$ cat src/rtl/uart_rx_parity.sv
// rtl/uart_rx_parity.sv - UART receiver (8 data bits, optional parity, 1 stop) with byte FIFO
// Errors travel with each byte through the FIFO; overflow drops only the newest byte.
module uart_rx_parity #(
  parameter int DIVISOR_WIDTH = 16,
  parameter int FIFO_DEPTH    = 4
) (
  input  logic                     clk,
  input  logic                     reset,
  input  logic                     rx,
  input  logic [DIVISOR_WIDTH-1:0] divisor,
  input  logic                     parity_en,
  input  logic                     parity_odd,
  output logic                     data_valid,
  input  logic                     data_ready,
  output logic [7:0]               data_payload,
  output logic                     data_parity_error,
  output logic                     data_framing_error,
  output logic                     overflow,
  output logic                     busy
);

  localparam int PTR_W = $clog2(FIFO_DEPTH);

  localparam logic [2:0] S_IDLE      = 3'd0;
  localparam logic [2:0] S_START     = 3'd1;
  localparam logic [2:0] S_DATA      = 3'd2;
  localparam logic [2:0] S_PARITY    = 3'd3;
  localparam logic [2:0] S_STOP      = 3'd4;
  localparam logic [2:0] S_WAIT_HIGH = 3'd5;

  localparam logic [DIVISOR_WIDTH-1:0] CNT_ONE = 1;
  localparam logic [PTR_W:0]           PTR_ONE = 1;

  logic                     rx_meta_q, rx_meta_d;
  logic                     rx_sync_q, rx_sync_d;
  logic [2:0]               state_q, state_d;
  logic [DIVISOR_WIDTH-1:0] cnt_q, cnt_d;
  logic [DIVISOR_WIDTH-1:0] div_q, div_d;
  logic                     par_en_q, par_en_d;
  logic                     par_odd_q, par_odd_d;
  logic [7:0]               shreg_q, shreg_d;
  logic [2:0]               bit_idx_q, bit_idx_d;
  logic                     perr_q, perr_d;
  logic [9:0]               mem_q [FIFO_DEPTH];
  logic [9:0]               mem_d [FIFO_DEPTH];
  logic [PTR_W:0]           wr_ptr_q, wr_ptr_d;
  logic [PTR_W:0]           rd_ptr_q, rd_ptr_d;

  logic       sample;
  logic       push;
  logic       push_ferr;
  logic       fifo_empty;
  logic       fifo_full;
  logic       pop;
  logic       push_ok;
  logic [9:0] head;

  assign sample = (cnt_q == '0);

  always_comb begin
    rx_meta_d = rx;
    rx_sync_d = rx_meta_q;
    state_d   = state_q;
    cnt_d     = cnt_q;
    div_d     = div_q;
    par_en_d  = par_en_q;
    par_odd_d = par_odd_q;
    shreg_d   = shreg_q;
    bit_idx_d = bit_idx_q;
    perr_d    = perr_q;
    push      = 1'b0;
    push_ferr = 1'b0;

    if (state_q != S_IDLE) begin
      cnt_d = sample ? div_q : (cnt_q - CNT_ONE);
    end

    case (state_q)
      S_IDLE: begin
        if (!rx_sync_q) begin
          // First sample lands (D>>1) cycles after t0, i.e. mid start bit.
          state_d   = S_START;
          div_d     = divisor;
          par_en_d  = parity_en;
          par_odd_d = parity_odd;
          cnt_d     = (divisor >> 1) - CNT_ONE;
        end
      end
      S_START: begin
        if (sample) begin
          if (rx_sync_q) begin
            state_d = S_IDLE;
          end else begin
            state_d   = S_DATA;
            bit_idx_d = 3'd0;
            perr_d    = 1'b0;
          end
        end
      end
      S_DATA: begin
        if (sample) begin
          shreg_d   = {rx_sync_q, shreg_q[7:1]};
          bit_idx_d = bit_idx_q + 3'd1;
          if (bit_idx_q == 3'd7) begin
            state_d = par_en_q ? S_PARITY : S_STOP;
          end
        end
      end
      S_PARITY: begin
        if (sample) begin
          perr_d  = rx_sync_q ^ (^shreg_q) ^ par_odd_q;
          state_d = S_STOP;
        end
      end
      S_STOP: begin
        if (sample) begin
          push      = 1'b1;
          push_ferr = ~rx_sync_q;
          state_d   = rx_sync_q ? S_IDLE : S_WAIT_HIGH;
        end
      end
      S_WAIT_HIGH: begin
        if (rx_sync_q) begin
          state_d = S_IDLE;
        end
      end
      default: state_d = S_IDLE;
    endcase
  end

  // Extra pointer bit distinguishes full from empty.
  assign fifo_empty = (wr_ptr_q == rd_ptr_q);
  assign fifo_full  = (wr_ptr_q[PTR_W] != rd_ptr_q[PTR_W]) &&
                      (wr_ptr_q[PTR_W-1:0] == rd_ptr_q[PTR_W-1:0]);
  assign pop        = ~fifo_empty & data_ready;
  assign push_ok    = push & (~fifo_full | pop);
  assign overflow   = push & fifo_full & ~pop;

  always_comb begin
    mem_d    = mem_q;
    wr_ptr_d = wr_ptr_q;
    rd_ptr_d = rd_ptr_q;
    if (push_ok) begin
      mem_d[wr_ptr_q[PTR_W-1:0]] = {push_ferr, perr_q, shreg_q};
      wr_ptr_d = wr_ptr_q + PTR_ONE;
    end
    if (pop) begin
      rd_ptr_d = rd_ptr_q + PTR_ONE;
    end
  end

  always_ff @(posedge clk or posedge reset) begin
    if (reset) begin
      rx_meta_q <= 1'b1;
      rx_sync_q <= 1'b1;
      state_q   <= S_IDLE;
      cnt_q     <= '0;
      div_q     <= '0;
      par_en_q  <= 1'b0;
      par_odd_q <= 1'b0;
      shreg_q   <= '0;
      bit_idx_q <= '0;
      perr_q    <= 1'b0;
      wr_ptr_q  <= '0;
      rd_ptr_q  <= '0;
      for (int i = 0; i < FIFO_DEPTH; i++) begin
        mem_q[i] <= '0;
      end
    end else begin
      rx_meta_q <= rx_meta_d;
      rx_sync_q <= rx_sync_d;
      state_q   <= state_d;
      cnt_q     <= cnt_d;
      div_q     <= div_d;
      par_en_q  <= par_en_d;
      par_odd_q <= par_odd_d;
      shreg_q   <= shreg_d;
      bit_idx_q <= bit_idx_d;
      perr_q    <= perr_d;
      wr_ptr_q  <= wr_ptr_d;
      rd_ptr_q  <= rd_ptr_d;
      mem_q     <= mem_d;
    end
  end

  assign head               = mem_q[rd_ptr_q[PTR_W-1:0]];
  assign data_valid         = ~fifo_empty;
  assign data_payload       = data_valid ? head[7:0] : 8'h00;
  assign data_parity_error  = data_valid & head[8];
  assign data_framing_error = data_valid & head[9];
  assign busy               = (state_q != S_IDLE);

endmodule

$ cat config.mk
export PLATFORM = sky130hd
export DESIGN_NAME = uart_rx_parity
export DESIGN_NICKNAME = d
export VERILOG_FILES = /design/src/rtl/uart_rx_parity.sv
export SDC_FILE = /design/constraint.sdc
export NUM_CORES = 1
export LEC_CHECK = 0
export BUFFER_PORTS_ARGS = -buffer_cell sky130_fd_sc_hd__buf_2
export CORE_AREA = 2 2 140 101
export CTS_CLUSTER_SIZE = 14
export DETAILED_ROUTE_END_ITERATION = 8
export DIE_AREA = 0 0 142 103
export PLACE_DENSITY = 0.54
export SLEW_MARGIN = 10
export SYNTH_ARGS = -nofsm -noshare
export SYNTH_HDL_FRONTEND = slang
export SYNTH_SLANG_ARGS = --single-unit
$ cat constraint.sdc
create_clock -name clk -period 3.15 [get_ports clk]
set_clock_uncertainty 0.15 [all_clocks]
set_input_delay 0.63 -clock clk [delete_from_list [all_inputs] [get_ports clk]]
set_output_delay 0.63 -clock clk [all_outputs]
set_load 0.03 [all_outputs]
==> impl_metrics.json, run 1 <==
{
  "status": "finished, final reports clean",
  "ctsHoldBuffers": 0,
  "synth.area.top_cells": "dfrtp_1 (45%), mux2_1 (8.2%), mux2_2 (5.0%), mux4_2 (4.3%), xnor2_1 (3.4%)",
  "dieArea_mm2": 0.0146,
  "yosysSeqAreaShare_pct": 46.5,
  "insertedDiodeCount": 0,
  "path_class": "reg2out",
  "dpl.hpwl_mm": 8.19,
  "slew-limit-headroom_pct": 58.9,
  "yosysMostFrequentCell": "dfrtp_1",
  "rsz0062_at_grt": "no",
  "grt_max_degree": 31,
  "port-buffer-count": 34,
  "avgRoutedWirePerCell_um": 17.6,
  "clk_path_buf_depth": 2,
  "grt_pass1_wl_mm": 19.2,
  "timing.critical_path.arrival_ns": 2.22,
  "initial_core_util_pct": 38.8,
  "antenna_found_initial": 0,
  "drt-initial-drc-count": 190,
  "core_mm2": 0.0135,
  "min_path_type": "in2async",
  "yosysTopAreaCellShare_pct": 45.5,
  "globalRouteOverflowTotal": 0,
  "drt_first_pass_iters": 4,
  "hold_viol": 0,
  "synthArstFlopShare_pct": 100,
  "final_cell_count_no_fill": 670,
  "dp.cells": 654,
  "cts_tree": "built",
  "yosys.area.top_type": "dfrtp_1",
  "drc_errors": 0,
  "htree_levels": 3,
  "ys_ff_latch": 97,
  "powerDensity_mw_per_mm2": 698,
  "syn_nets": 485,
  "crit_fanout": 8,
  "row_count": 36,
  "pwr-share-seq_pct": 43.6,
  "fin_crit_ns": 3.00,
  "power_frac_clock_pct": 27.6,
  "path_clk_slew_ns": 0.08,
  "via_count": 3594,
  "intPower_uw": 2690,
  "layout.nets": 527,
  "grt_pass1_vias": 3573,
  "p_switching_uw": 1470,
  "area_growth_pct": 14.2,
  "io_pins": 35,
  "cts_made_buffers": 9,
  "timing.final.max_slew_violations": 0,
  "gp_congestion": 0.837,
  "grt_usage_pct": 17.4,
  "finalSetupTns_ns": 0,
  "power_leakage_uw": 0.00272,
  "fin_crit_sh_pct": 95.2,
  "routed_wl_mm": 11.8,
  "r2r_slack_ns": 0.54,
  "peakVddDrop_uv": 363,
  "cp-end-kind": "output pin",
  "worst_pin_slew_ns": 0.612,
  "p_sw_share_pct": 35.4,
  "syn-cell-area_mm2": 0.00523,
  "drtAntennaViolNets": 0,
  "start_kind": "flop",
  "cts_root_buf": "clkbuf_16",
  "fmax_mhz": 333,
  "synth.avg_cell_area_um2": 11.5,
  "ys_warn_count": 0,
  "hold-worst-slack_ns": 0.187,
  "maxCapViolations": 0,
  "via_per_inst": 5.36,
  "cts.sinks": 97,
  "syn_inst": 453,
  "p_comb_share_pct": 28.8,
  "die_y_um": 103,
  "synth_edf_count": 0,
  "drive_gt1_share_pct": 25.1,
  "synth_common_cells": "dfrtp_1 (95), mux2_1 (38), o21ai_0 (28)",
  "dieWidth_um": 142,
  "worstPathRequired_ns": 2.37,
  "yosys_most_used_dff": "dfrtp_1",
  "utilization_pct": 44.3,
  "synth_cell_type_count": 55,
  "worstSkewPairLatency_ns": 0.36,
  "setup_viol": 0
}
final cells by class:
cell class	count	area [um^2]
inverters	17	67.6
clock buffers	9	225
well taps	171	214
fillers	1238	7500
multi-input cells	314	2610
clock inverters	6	75.1
repair buffers	56	350
flip-flops and latches	97	2430
cells in the final DEF, fill, tap and decap left out, types with 3 or more instances in the layout:
master	count
dfrtp_1	95
mux2_1	38
buf_2	33
o21ai_0	28
mux2_2	23
buf_4	21
xnor2_1	20
nor2_1	20
nand2_1	18
inv_1	16
a21oi_1	16
xor2_1	14
nor3_1	14
mux4_2	10
nor2b_1	10
ha_1	10
clkbuf_16	9
nand3_1	7
nor4_1	7
o22ai_1	6
mux2i_1	6
and2_1	5
or4_1	5
o31ai_1	4
a211oi_1	4
o211ai_1	4
nand2b_1	3
nor4_4	3
or2_2	3
mux2_4	3
nor3b_1	3
sequential cells by signal, indices dropped and copies added, names as in the netlist:
name / flops
perr_q: 1
rd_ptr_q: 3
state_q: 3
wr_ptr_q: 3
par_odd_q: 1
rx_meta_q: 1
shreg_q: 8
rx_sync_q: 1
div_q: 16
par_en_q: 1
cnt_q: 16
mem_q: 40
bit_idx_q: 3
stage by stage:
stage                     cell area (um^2)  worst slack (ns)  total power (uW)
after global placement                5650             0.388              3020
final                                 5970             0.151              4170
after floorplan                       5230            0.0631              2660
after detailed placement              5650             0.398              3030
after global routing                  5970           0.00330              4430
after CTS                             5960            0.0419              4200
worst paths after layout:
| path | end | startpoint | cells past startpoint |
|---|---|---|---|
| min in group clk | rx_sync_q | rx_meta_q | 0 |
| setup / recovery | overflow | cnt_q[0] | 7 |
| setup reg to reg | mem_q[9] | cnt_q[6] | 7 |
| hold reg to reg | rx_sync_q | rx_meta_q | 0 |
| max in group asynchronous | rx_meta_q | reset | 3 |
| hold / removal | mem_q[37] | reset | 2 |
worst max-delay path, cell delays in order, from the launching register on:
cell,delay (ns)
dfrtp_1,0.43
inv_1,0.11
ha_1,0.19
nor2b_2,0.21
nand3_4,0.15
or2_2,0.34
nor3b_2,0.21
clkbuf_4,0.23
what timing repair did:
item | 4_1_cts | 5_1_grt
setup endpoints to repair | 1 | 1
buffers inserted | 0 | 1
gates resized for setup | 1 | 2
pin swaps | 0 | 1
endpoints found under the hold margin | 0 | 0
cloned | 0 | 0
power by group through the flow:
stage	Sequential [uW]	Combinational [uW]	Clock [uW]
6_report	1820	1200	1150
5_1_grt	1860	1350	1230
4_1_cts	1810	1210	1180
3_5_place_dp	1840	1190	0
3_3_place_gp	1830	1190	0
2_1_floorplan	1710	948	0
routing by layer:
layer	GRT usage, %	part of all wire (%)	vias to the layer above
li1	-	-	1740
met4	5.77	1.3	0
met5	0	0	-
met1	25.5	52	1789
met2	24.9	42	55
met3	4.74	4.2	10
cell families (layout without fill, tap and decap cells):
family | after synthesis | in the layout | synth area share (%)
AOI/OAI and AO/OA | 79 | 79 | 9.39
xor gates and xnor gates | 34 | 34 | 5.70
adders and majority gates | 10 | 10 | 2.39
buffers and inverters | 42 | 88 | 3.83
DFF | 97 | 97 | 46.5
muxes | 80 | 80 | 19.5
and+or+nand+nor | 111 | 111 | 12.7
No activity file was read; power rests on OpenSTA's default activity.
==> run 2: changes to the inputs <==
- SETUP_SLACK_MARGIN: unset -> 0.5
==> run 2 against run 1 <==
  * Sequential cell count did not move
  * Sequential share of layout area fell by 0.84 points
  * Wire length rose by 1.8%
  * Combinational power rose by 15%
  * Register-to-register slack improved by 0.11 ns
  * Clock power barely moved
  * Sequential power fell by 3%
  * Core utilization rose by 1.0 points
  * Count of clock-buffer cells in the layout rose by 1
  * Worst setup slack improved by 0.35 ns
  * Maximum frequency rose by 13%
  * Total power rose by 3.2%
  * Critical path type unchanged
  * Largest cell class unchanged
  * Largest power group unchanged
==> impl_metrics.json, run 2 (synthesis gave the netlist of run 1 again) <==
{
  "core_mm2": 0.0135,
  "drive_gt1_share_pct": 28.8,
  "power.total_uw": 4300,
  "setup_viol": 0,
  "reg.largest.list": "mem_q (40), cnt_q (16), div_q (16)",
  "power_leakage_uw": 0.00280,
  "hold_viol": 0,
  "initial_core_util_pct": 38.8,
  "intPower_uw": 2800,
  "clk_path_buf_depth": 2,
  "drt-initial-drc-count": 236,
  "maxCapViolations": 0,
  "io_pins": 35,
  "finalSetupTns_ns": 0,
  "worstPathRequired_ns": 2.37,
  "grt_pass1_wl_mm": 19.7,
  "die_y_um": 103,
  "p_sw_share_pct": 34.8,
  "fmax_mhz": 377,
  "min_path_type": "in2async",
  "pwr-share-seq_pct": 41.2,
  "gp_congestion": 0.839,
  "worst_pin_slew_ns": 0.643,
  "p_switching_uw": 1500,
  "globalRouteOverflowTotal": 0,
  "path_clk_slew_ns": 0.07,
  "fin_crit_sh_pct": 84.2,
  "place_area_mm2": 0.00566,
  "finalInstanceArea_mm2": 0.00611,
  "multi_input_area_mm2": 0.00264,
  "power_frac_clock_pct": 26.7,
  "start_kind": "flop",
  "grt_usage_pct": 17.7,
  "fin_crit_ns": 2.65,
  "row_count": 36,
  "powerDensity_mw_per_mm2": 704,
  "peakVddDrop_uv": 304,
  "fin_ws_ns": 0.498,
  "layout_commonest_cell": "dfrtp_1",
  "slew-limit-headroom_pct": 56.8,
  "cts_tree": "built",
  "p_comb_share_pct": 32.1,
  "avgRoutedWirePerCell_um": 17.6,
  "via_per_inst": 5.38,
  "crit_fanout": 5,
  "cp-end-kind": "output pin",
  "path_class": "reg2out",
  "regArea_mm2": 0.00244,
  "timing.critical_path.arrival_ns": 1.87,
  "via_count": 3670,
  "grt_max_degree": 40,
  "area_growth_pct": 16.9,
  "drtAntennaViolNets": 0,
  "cts_root_buf": "clkbuf_16",
  "cts_made_buffers": 9,
  "htree_levels": 3,
  "port-buffer-count": 34,
  "layout.nets": 538,
  "regMostFlops": "mem_q",
  "largest_reg_flops": 40,
  "drc_errors": 0,
  "dp_slack_ns": 0.333,
  "status": "finished, final reports clean",
  "reg2reg_depth": 7,
  "antenna_found_initial": 0,
  "worstSkewPairLatency_ns": 0.35,
  "insertedDiodeCount": 0,
  "dpl.hpwl_mm": 8.31,
  "timing.final.max_slew_violations": 0,
  "final_cell_mix": "dfrtp_1 (90), mux2_1 (38), buf_2 (33)",
  "rsz0062_at_grt": "yes",
  "grt_pass1_vias": 3589,
  "fillers": 1263,
  "drt_first_pass_iters": 5,
  "dieWidth_um": 142,
  "cts.sinks": 97,
  "dieArea_mm2": 0.0146,
  "routed_wl_mm": 12.0
}
## run 2: changes by cell type in the layout (fill, tap and decap cells not counted), sizes merged
cell | previous run | this run
buf | 55 | 67
## run 2: what timing repair did
| item | CTS | global route |
|---|---|---|
| resized for setup | 14 | 3 |
| endpoints found under the setup margin | 40 | 44 |
| hold buffers | 0 | 0 |
| buffers inserted | 8 | 5 |
| pin swaps | 4 | 4 |
## run 2: worst paths after layout
check	end	startpoint	slack, ns
worst min-delay path	div_q[3]	reset	0.17
worst max-delay path	overflow	cnt_q[12]	0.50
max in group asynchronous	shreg_q[4]	reset	1.99
min in group clk	rx_sync_q	rx_meta_q	0.21
worst max register to register	mem_q[2]	cnt_q[6]	0.65
worst min register to register	rx_sync_q	rx_meta_q	0.21
## run 2: routing by layer
metal / wire, um / global-route usage, % / share of wire, % / vias to the layer above
li1: - / - / - / 1759
met1: 6410 / 26.7 / 53 / 1825
met2: 4940 / 25.2 / 41 / 79
met3: 568 / 4.88 / 4.7 / 7
met4: 73 / 4.00 / 0.61 / 0
met5: 0 / 0 / 0 / -
## run 2: stage by stage
stage / hold slack, ns / util (%) / cells
floorplan: 0.195 / - / 453
global placement: 0.198 / 42.0 / 653
detailed placement: 0.201 / 42.0 / 653
CTS: 0.180 / 45.0 / 677
global route: 0.201 / 45.4 / 682
finish: 0.173 / 45.4 / 682
## run 2: power groups by stage
stage / sequential, uW / clock (uW) / combinational, uW
2_1_floorplan: 1710 / 0 / 949
3_3_place_gp: 1790 / 0 / 1230
3_5_place_dp: 1790 / 0 / 1240
4_1_cts: 1770 / 1180 / 1350
5_1_grt: 1800 / 1230 / 1530
6_report: 1770 / 1150 / 1380
## run 2: area by class of cell
cell class / count / area share [%]
clock buffers: 10 / 3.91
clock inverters: 6 / 1.17
inverters: 17 / 1.11
multi-input cells: 314 / 43.3
flip-flops and latches: 97 / 39.9
well taps: 171 / 3.50
repair buffers: 67 / 7.21
## run 2: critical path, cell delays in order (launching register included)
cell	delay (ns)
dfrtp_2	0.45
nor4_4	0.35
nand3_4	0.11
or2_4	0.26
nor3b_4	0.20
buf_6	0.16
